**src/rtl/hs32_pkg.sv**
```systemverilog
// Shared definitions for the HS32 fetch stage: word width, PC step,
// default reset vector, fetch FSM encoding and the buffered word layout.
package hs32_pkg;

   localparam int                WORD_W            = 32;
   localparam logic [WORD_W-1:0] PC_INC            = 32'd4;
   localparam logic [WORD_W-1:0] DEFAULT_RESET_VEC = 32'h0000_0000;

   typedef enum logic [1:0] {
      FETCH_IDLE = 2'd0,
      FETCH_REQ  = 2'd1,
      FETCH_DROP = 2'd2
   } fetch_state_t;

   typedef struct packed {
      logic [WORD_W-1:0] inst;
      logic [WORD_W-1:0] pc;
   } fetch_word_t;

   localparam int FETCH_WORD_W = $bits(fetch_word_t);

   // Sequential PC step; wraps modulo 2^32 through plain unsigned overflow.
   function automatic logic [WORD_W-1:0] next_seq_pc(input logic [WORD_W-1:0] pc);
      return pc + PC_INC;
   endfunction

endpackage

```
**src/rtl/hs32_fifo.sv**
```systemverilog
// Synchronous FIFO with push, pop and flush; the head entry is visible on dout
// without a read strobe. DEPTH must be a power of two, >= 2.
module hs32_fifo #(
   parameter int WIDTH = 64,
   parameter int DEPTH = 2
) (
   input  logic                     clk,
   input  logic                     reset,
   input  logic                     flush,
   input  logic                     push,
   input  logic                     pop,
   input  logic [WIDTH-1:0]         din,
   output logic [WIDTH-1:0]         dout,
   output logic                     full,
   output logic                     empty,
   output logic [$clog2(DEPTH):0]   count
);

   localparam int AW = $clog2(DEPTH);

   logic [AW-1:0]    wr_ptr_reg;
   logic [AW-1:0]    rd_ptr_reg;
   logic [AW:0]      count_reg;
   logic             do_push;
   logic             do_pop;
   logic [WIDTH-1:0] entries [DEPTH];

   assign empty = (count_reg == '0);
   assign full  = (count_reg == (AW+1)'(DEPTH));
   assign count = count_reg;

   // A push into a full FIFO is accepted when the head leaves in the same cycle.
   assign do_pop  = pop && !empty;
   assign do_push = push && (!full || do_pop);

   genvar gi;
   generate
      for (gi = 0; gi < DEPTH; gi++) begin : g_entry
         logic [WIDTH-1:0] entry_reg;

         always_ff @(posedge clk) begin
            if (reset) begin
               entry_reg <= '0;
            end else if (do_push && (wr_ptr_reg == AW'(gi))) begin
               entry_reg <= din;
            end
         end

         assign entries[gi] = entry_reg;
      end
   endgenerate

   assign dout = entries[rd_ptr_reg];

   always_ff @(posedge clk) begin
      if (reset || flush) begin
         wr_ptr_reg <= '0;
         rd_ptr_reg <= '0;
         count_reg  <= '0;
      end else begin
         if (do_push) begin
            wr_ptr_reg <= wr_ptr_reg + AW'(1);
         end
         if (do_pop) begin
            rd_ptr_reg <= rd_ptr_reg + AW'(1);
         end
         count_reg <= count_reg + (AW+1)'(do_push) - (AW+1)'(do_pop);
      end
   end

endmodule

```
**src/rtl/hs32_fetch.sv**
```systemverilog
// HS32 instruction fetch: PC, arbiter request FSM and decode-side buffer.
// Define HS32_FETCH_PREFETCH_EN for a DEPTH-entry prefetch FIFO; otherwise one output register.
module hs32_fetch
   import hs32_pkg::*;
#(
   parameter logic [31:0] RESET_VEC = DEFAULT_RESET_VEC,
   parameter int          DEPTH     = 2
) (
   input  logic        clk,
   input  logic        reset,
   input  logic [31:0] newpc,
   input  logic        flush,
   output logic [31:0] addr,
   output logic        reqm,
   input  logic [31:0] dtrm,
   input  logic        ackm,
   output logic [31:0] instd,
   output logic [31:0] pcd,
   output logic        valid,
   input  logic        ready
);

   fetch_state_t state_reg;
   logic [31:0]  pc_reg;
   logic [31:0]  addr_reg;
   logic         reqm_reg;

   logic         push;
   logic         pop;
   logic         slot_free;
   logic         req_slot_open;
   logic         issue;
   logic [31:0]  pc_next;

   assign pop  = valid && ready;
   assign push = (state_reg == FETCH_REQ) && ackm && !flush;

   assign pc_next = flush ? newpc : (push ? next_seq_pc(pc_reg) : pc_reg);

   // The arbiter port is free when idle or when the outstanding request
   // completes this cycle, so a new request can follow an ack immediately.
   assign req_slot_open = (state_reg == FETCH_IDLE) || ackm;
   assign issue         = req_slot_open && (flush || slot_free);

   always_ff @(posedge clk) begin
      if (reset) begin
         state_reg <= FETCH_IDLE;
         pc_reg    <= RESET_VEC;
         addr_reg  <= '0;
         reqm_reg  <= 1'b0;
      end else begin
         pc_reg <= pc_next;
         case (state_reg)
            FETCH_IDLE: begin
               if (issue) begin
                  state_reg <= FETCH_REQ;
                  addr_reg  <= pc_next;
                  reqm_reg  <= 1'b1;
               end
            end
            FETCH_REQ, FETCH_DROP: begin
               if (ackm) begin
                  if (issue) begin
                     state_reg <= FETCH_REQ;
                     addr_reg  <= pc_next;
                     reqm_reg  <= 1'b1;
                  end else begin
                     state_reg <= FETCH_IDLE;
                     reqm_reg  <= 1'b0;
                  end
               end else if (flush) begin
                  // The arbiter cannot abort, so addr/reqm stay held and the data is discarded.
                  state_reg <= FETCH_DROP;
               end
            end
            default: begin
               state_reg <= FETCH_IDLE;
               reqm_reg  <= 1'b0;
            end
         endcase
      end
   end

   assign addr = addr_reg;
   assign reqm = reqm_reg;

`ifdef HS32_FETCH_PREFETCH_EN

   localparam int AW = $clog2(DEPTH);

   fetch_word_t fifo_din;
   fetch_word_t fifo_dout;
   logic        fifo_full;
   logic        fifo_empty;
   logic [AW:0] fifo_count;

   assign fifo_din = '{inst: dtrm, pc: addr_reg};

   // Occupancy after this cycle's push/pop must leave room for one more word.
   always_comb begin
      slot_free = 1'b0;
      if (!push) begin
         slot_free = !fifo_full || pop;
      end else if (pop) begin
         slot_free = !fifo_full;
      end else begin
         slot_free = (fifo_count < (AW+1)'(DEPTH - 1));
      end
   end

   hs32_fifo #(
      .WIDTH (FETCH_WORD_W),
      .DEPTH (DEPTH)
   ) u_fifo (
      .clk   (clk),
      .reset (reset),
      .flush (flush),
      .push  (push),
      .pop   (pop),
      .din   (fifo_din),
      .dout  (fifo_dout),
      .full  (fifo_full),
      .empty (fifo_empty),
      .count (fifo_count)
   );

   assign instd = fifo_dout.inst;
   assign pcd   = fifo_dout.pc;
   assign valid = !fifo_empty;

`else

   logic        valid_reg;
   logic [31:0] instd_reg;
   logic [31:0] pcd_reg;
   logic        unused_depth_ok;

   assign unused_depth_ok = (DEPTH >= 2);

   // A word landing this cycle occupies the register, even if the old one is popped.
   assign slot_free = !push && (!valid_reg || pop);

   always_ff @(posedge clk) begin
      if (reset) begin
         valid_reg <= 1'b0;
         instd_reg <= '0;
         pcd_reg   <= '0;
      end else if (flush) begin
         valid_reg <= 1'b0;
      end else if (push) begin
         valid_reg <= 1'b1;
         instd_reg <= dtrm;
         pcd_reg   <= addr_reg;
      end else if (pop) begin
         valid_reg <= 1'b0;
      end
   end

   assign instd = instd_reg;
   assign pcd   = pcd_reg;
   assign valid = valid_reg;

`endif

endmodule

```
**config.mk**
```make
export PLATFORM = sky130hd
export DESIGN_NAME = hs32_fetch
export DESIGN_NICKNAME = d
export VERILOG_FILES = /design/src/rtl/hs32_pkg.sv /design/src/rtl/hs32_fifo.sv /design/src/rtl/hs32_fetch.sv
export SDC_FILE = /design/constraint.sdc
export NUM_CORES = 1
export LEC_CHECK = 0
export ABC_AREA = 1
export CAP_MARGIN = 20
export CORE_MARGIN = 4
export CORE_UTILIZATION = 55
export DETAILED_ROUTE_END_ITERATION = 16
export DONT_BUFFER_PORTS = 1
export PLACE_DENSITY = 0.69
export SYNTH_ARGS = -nofsm -noshare
export SYNTH_HDL_FRONTEND = slang
export SYNTH_SLANG_ARGS = --single-unit
```
**constraint.sdc**
```tcl
create_clock -name clk -period 3.91 [get_ports clk]
set_input_delay 1.173 -clock clk [delete_from_list [all_inputs] [get_ports clk]]
set_output_delay 1.173 -clock clk [all_outputs]
set_load 0.005 [all_outputs]
```
==> summary.txt, run 1 <==
Final layout
  • Net count of the finished layout: roughly 850
  • Multi-input logic area: about 0.0025 sq mm
  • # fillers: 915
  • Fin cells: 925
  • Sequential cell area: around 0.0026 sq mm
  • Area grow syn2layout: 10.4%
  • Finished Core Util: between 60% and 70%
  • Final Instance Area: roughly 0.0063 sq mm
  • Share of layout cells above drive strength 1: 7.60%
  • N_diodes: 0

Die
  • Ports: around 170
  • Die Wd: 110 um
  • Rows: 37
  • Core Area: between 0.01 and 0.015 sq mm
  • Die ar.: 0.0121 sq mm
  • Die height: 110 um
  • Initial core utilization: between 50% and 60%

GRT
  • Total Routing Usage GR: 25.2%
  • Antenna violations before repair: 0
  • Largest net degree at the start of global routing: 91
  • First-pass GRT wire length: 23900 um
  • Gr ovfl total: 0
  • Vias in the first global route: 4805

STA
  • Max Clock Skew: 0.0167 ns
  • Max Slew Vio Count: 0
  • Maximum clock rate: 0.450 GHz
  • Final setup viols: 0
  • RSZ-0062 raised after global routing: no
  • Part of the cycle the worst path needs: 56.8%
  • Final min period: 2.22 ns
  • Fin. Hold Viols: 0
  • Worst slew pin tran: 0.793 ns
  • Worst slew margin: between 40% and 50%
  • Final setup TNS: 0 ns

Route
  • Drt wl/cell: 16.3 um
  • DR iter-0 viols: approximately 380
  • Drt total wl: 15100 um
  • DR vias/cell: between 5 and 6
  • # DRC: 0
  • Total number of vias: 4994
  • Drt first pass iters: 5
  • Post-route ant nets: 0

Logic synthesis
  • Mapped Cells: a little under 800
  • Mean area per synthesized cell: 7.22 sq um
  • Yosys reg bits: 132
  • YS warnings: 0
  • Mapped Area: 0.00574 sq mm
  • Async SR Flop Fraction: 0%
  • Netlist cell types: 37
  • Synth cell count leaders: 132 x dfxtp_1, 121 x nor2_1, 113 x nand2_1
  • Post-Syn Nets: 868
  • Most frequent cell after synthesis: dfxtp_1
  • Area leader, netlist: dfxtp_1
  • Top FF cell, synth: dfxtp_1
  • EDFF count, synth: 0
  • Synth area leaders: dfxtp_1 46%, nor2_1 7.9%, o21ai_0 7.7%, nand2_1 7.4%, inv_1 6.6%
  • Sequential share of the synthesized area: 46.0%
  • Post-synth top area share: between 40 and 50%

Pwr
  • Pwr dens: 634 mW/mm^2
  • Seq pwr share: roughly 43%
  • Leak pwr: between 2 and 3 nW
  • Post-layout power: 4.02 mW
  • Sw Ratio: 30.1%
  • VDD IR max: 0.275 mV
  • Clock power share: 41.8%
  • Psw: 1.21 mW
  • Pint: 2.81 mW
  • Combinational power share: roughly 15%

Setup path
  • FF-to-FF End: addr[15]
  • CP Buf/Inv Count: 2
  • R2R setup slack: 1.81 ns
  • CP Max Fanout: between 40 and 50
  • Critical path class: input port to flip-flop
  • Top cell by count, worst path: nand2_1
  • Slowest stage cell, crit path: nand2_4
  • Cell Chain, Critical Path: inv_6, nand2_4, nor2_4, nand2_1, nor2_1, nand2_1, nand3_1, o21ai_0, o21ai_1, inv_1
  • Critical path arrival: ~2.6 ns
  • Worst setup endpoint: addr[13]
  • CP startpoint: flush
  • Top delay family on crit path: simple AND/OR/NAND/NOR gates
  • CP endpoint kind: flip-flop
  • RR Startpoint: state_reg[1]
  • Worst setup SP type: input port
  • CP Data Required Time: 4.33 ns
  • Slowest stage delay, CP: 0.33 ns
  • R2R depth: 13
  • Worst path depth: 10

Clock network
  • CTS Hold Buffers Added: 0
  • TritonCTS Buffers: 17
  • Root buffer cell: clkbuf_8
  • Post-CTS Setup Inserts: 0
  • Post_cts resized: 0
  • Clock-pin slew on the worst setup and hold paths: 0.06 ns
  • CTS tree: yes
  • H-tree levels: 4
  • Largest buffer count on any clock path: 2
  • Sink Count: 132
  • Clock insertion delay at the later pin of the skew report: 0.52 ns

Place
  • Gpl congestion: 0.883
  • Dpl cells: 892
  • # port buffers: 0
  • DP HPWL: 10200 um
  • Area post-placement: 0.00570 sq mm

Status
  • Status: finished, final reports clean

Worst hold path
  • Min-Delay Path Class: flip-flop to flip-flop
  • Start point of the worst hold path: state_reg[1]

Job
  • MaxCap Viol Count: 0
-- placed cells by master, fill, tap and decap left out, types with 2 or more instances in the layout --
| master | instances |
|---|---|
| xnor2_1 | 2 |
| nand2_1 | 113 |
| inv_1 | 100 |
| clkinvlp_4 | 3 |
| nand4_1 | 9 |
| or2_2 | 5 |
| ha_1 | 4 |
| nand3_1 | 60 |
| clkbuf_16 | 16 |
| nand2_4 | 2 |
| clkbuf_8 | 2 |
| inv_2 | 4 |
| mux2i_1 | 2 |
| xor2_1 | 4 |
| o21bai_1 | 2 |
| clkinv_2 | 2 |
| o21ai_0 | 88 |
| nor2_2 | 5 |
| inv_6 | 6 |
| nor2_4 | 3 |
| o211ai_1 | 2 |
| a21oi_1 | 75 |
| buf_4 | 2 |
| dfxtp_1 | 132 |
| o21ai_1 | 6 |
| bufinv_16 | 4 |
| nor2_1 | 121 |
| nor3_1 | 5 |
-- final cells by class --
class                   instances  share of cell area (%)
repair buffers                  3                   0.552
clock buffers                  18                    6.75
multi-input cells             517                    39.0
inverters                     105                    6.29
flip-flops and latches        132                    41.7
clock inverters                14                    3.10
well taps                     136                    2.68
-- per-layer routing --
| layer | part of all wire [%] | global-route usage (%) |
|---|---|---|
| met5 | 0 | 0 |
| met4 | 1.4 | 7.74 |
| met3 | 8.0 | 8.10 |
| met2 | 48 | 41.5 |
| met1 | 42 | 31.5 |
-- worst register-to-register path: stages (launching register included) --
cell	delay [ns]
dfxtp_1	0.35
inv_1	0.08
ha_1	0.20
nand2_2	0.11
inv_2	0.07
nand2_4	0.38
nor2_2	0.08
inv_1	0.11
nor2_4	0.06
or2_2	0.28
nand3_1	0.10
nand3_1	0.08
nand2_1	0.09
inv_1	0.03
-- how the worst min path moves through the flow --
stage	end	cells after the start
2_1_floorplan	state_reg[1]	2
3_3_place_gp	state_reg[1]	2
3_5_place_dp	state_reg[1]	2
4_1_cts	state_reg[1]	2
5_1_grt	pcd[29]	2
6_report	state_reg[1]	2
-- per-stage QoR --
stage          hold slack (ns)  worst slack [ns]
6_report                 0.484              1.69
5_1_grt                  0.509              1.43
4_1_cts                  0.483              1.70
3_5_place_dp             0.474              1.15
3_3_place_gp             0.461              1.20
2_1_floorplan            0.456              1.66
-- cells by family after synthesis --
logic type                 synth area share, %
AOI/OAI and AO/OA                         16.4
xor gates and xnor gates                 0.915
adders and majority gates                0.871
buffers and inverters                     11.0
DFF                                       46.0
muxes                                    0.349
and+or+nand+nor                           24.4
-- power groups by stage --
stage / Clock, mW / Combinational (mW) / Sequential (mW)
6_report: 1.68 / 0.602 / 1.74
5_1_grt: 1.77 / 0.698 / 1.76
4_1_cts: 1.70 / 0.600 / 1.74
3_5_place_dp: 0 / 0.595 / 1.76
3_3_place_gp: 0 / 0.575 / 1.76
2_1_floorplan: 0 / 0.525 / 1.70
Power figures use the tool's default switching activity.
==> run 2, diff against run 1 <==
==> constraint.sdc (replaced) <==
create_clock -name clk -period 2.2 [get_ports clk]
set_input_delay 0.66 -clock clk [delete_from_list [all_inputs] [get_ports clk]]
set_output_delay 0.66 -clock clk [all_outputs]
set_load 0.005 [all_outputs]
==> summary.txt, run 2 (synthesis results as in run 1) <==
Status
  • Status: finished, final reports clean

STA
  • Worst slew margin: 59.0% (+12 points)
  • Fin. Hold Viols: 0 (unchanged)
  • Maximum clock rate: just over 0.5 GHz
  • Hold Slack: 0.208 ns (-0.277 ns)
  • Final setup viols: 0 (unchanged)
  • Part of the cycle the worst path needs: 88.0%
  • Max Slew Vio Count: 0 (unchanged)
  • Final setup TNS: 0 ns (unchanged)
  • Final min period: 1.94 ns
  • RSZ-0062 raised after global routing: no
  • Worst slew pin tran: 0.611 ns (-0.182 ns)
  • Max Clock Skew: 0.00606 ns (-0.0107 ns)

Place
  • DP HPWL: 10500 um (+2.8%)
  • # port buffers: 0 (unchanged)
  • Gpl congestion: 0.898 (+1.7%)

Route
  • DR iter-0 viols: 307 (-19%)
  • DR vias/cell: 5.43 (+0.65%)
  • Post-route ant nets: 0 (unchanged)
  • Drt total wl: 14900 um (-1.0%)
  • Total number of vias: 5048 (+1.1%)
  • Drt first pass iters: 5 (unchanged)
  • # DRC: 0 (unchanged)
  • Drt wl/cell: 16.1 um (-1.5%)

Die
  • Initial core utilization: 56.1% (unchanged)
  • Die ar.: 0.0121 sq mm (unchanged)
  • Ports: 167 (unchanged)
  • Die Wd: 110 um (unchanged)
  • Rows: 37 (unchanged)
  • Core Area: 0.0102 sq mm (unchanged)
  • Die height: 110 um (unchanged)

GRT
  • Antenna violations before repair: 0 (unchanged)
  • Gr ovfl total: 0 (unchanged)
  • Vias in the first global route: 4737 (-1.4%)
  • Largest net degree at the start of global routing: 59 (-35%)
  • First-pass GRT wire length: 23500 um (-1.5%)
  • Total Routing Usage GR: 25.1% (-0.043 points)

Clock network
  • CTS tree: yes
  • Clock insertion delay at the later pin of the skew report: 0.52 ns (about the same)
  • Sink Count: 132 (unchanged)
  • Largest buffer count on any clock path: 2 (unchanged)
  • Clock-pin slew on the worst setup and hold paths: 0.06 ns (about the same)
  • Root buffer cell: clkbuf_8
  • TritonCTS Buffers: 17 (unchanged)
  • Post-CTS Setup Inserts: 0 (unchanged)
  • CTS Hold Buffers Added: 0 (unchanged)
  • H-tree levels: 4 (unchanged)
  • Post_cts resized: 0 (unchanged)

Setup path
  • Critical path arrival: 2.35 ns (-0.29 ns)
  • RR Startpoint: state_reg[0]
  • CP Max Fanout: 33 (-28%)
  • CP Data Required Time: 2.61 ns (-1.72 ns)
  • Critical path class: flip-flop to flip-flop
  • R2R depth: 10 (-3)
  • FF-to-FF End: addr[12]
  • R2R setup slack: 0.26 ns (-1.55 ns)
  • CP endpoint kind: flip-flop
  • Worst setup SP type: flip-flop

Final layout
  • Finished Core Util: 62.3% (+0.31 points)
  • N_diodes: 0 (unchanged)
  • Most frequent cells in the layout: 132 x dfxtp_1, 121 x nor2_1, 113 x nand2_1
  • Commonest non-fill, non-tap cell in the layout: dfxtp_1
  • Area grow syn2layout: 11.0%
  • Share of layout cells above drive strength 1: 7.82% (+0.21 points)
  • Net count of the finished layout: 853 (+0.47%)

Worst hold path
  • Sink of the worst hold path: pc_reg[19]
  • Min-Delay Path Class: input port to flip-flop
  • Hold Crit Depth: 1 (-1)
  • Start point of the worst hold path: reset

Pwr
  • VDD IR max: 0.766 mV (+180%)
  • Pwr dens: 1120 mW/mm^2 (+77%)
  • Leak pwr: 2.87 nW (+0.85%)

Job
  • MaxCap Viol Count: 0 (unchanged)
-- run 2: area by class of cell --
type | instances | area, sq um
clock buffer | 20 | 435
clock inverter | 12 | 178
fill | 918 | 3860
inverter | 105 | 399
multi-input combinational | 517 | 2470
sequential | 132 | 2640
tap | 136 | 170
timing repair buffer | 7 | 77.6
-- run 2: how the worst max path moves through the flow --
stage                          end          from  depth (start not counted)
after CTS                 addr[12]  state_reg[0]                         10
after floorplan           addr[26]         flush                          9
after detailed placement  addr[30]          ackm                          9
after global placement    addr[13]          ackm                          8
final                     addr[12]  state_reg[0]                         10
after global routing      addr[30]  state_reg[0]                         11
-- run 2: metrics by stage --
| stage | instances | power (mW) | setup slack [ns] | cell area, sq um |
|---|---|---|---|---|
| 2_1_floorplan | 795 | 3.96 | 0.465 | 5740 |
| 3_3_place_gp | 897 | 4.21 | 0.322 | 5760 |
| 3_5_place_dp | 897 | 4.25 | 0.305 | 5760 |
| 4_1_cts | 929 | 7.18 | 0.268 | 6370 |
| 5_1_grt | 929 | 7.52 | 0.0860 | 6370 |
| 6_report | 929 | 7.13 | 0.264 | 6370 |
-- run 2: worst max-delay path: stages, from the launching register on --
cell and delay (ns):
dfxtp_1 0.40, inv_1 0.07, ha_1 0.29, inv_1 0.05, nor2_1 0.15, inv_1 0.09
o2111ai_2 0.10, buf_4 0.38, a21oi_1 0.11, o21ai_0 0.10, inv_1 0.06
-- run 2: power breakdown --
part           total, mW  switching (mW)  internal, mW
Sequential          3.08           0.316          2.76
Combinational       1.12           0.736         0.381
Clock               2.94            1.06          1.87
-- run 2: metal layers --
metal	track usage (%)	wire length, um	share of wire [%]
met4	8.88	217	1.5
met3	9.03	1280	8.6
met1	31.5	6460	43
met5	0	0	0
met2	40.1	6990	47
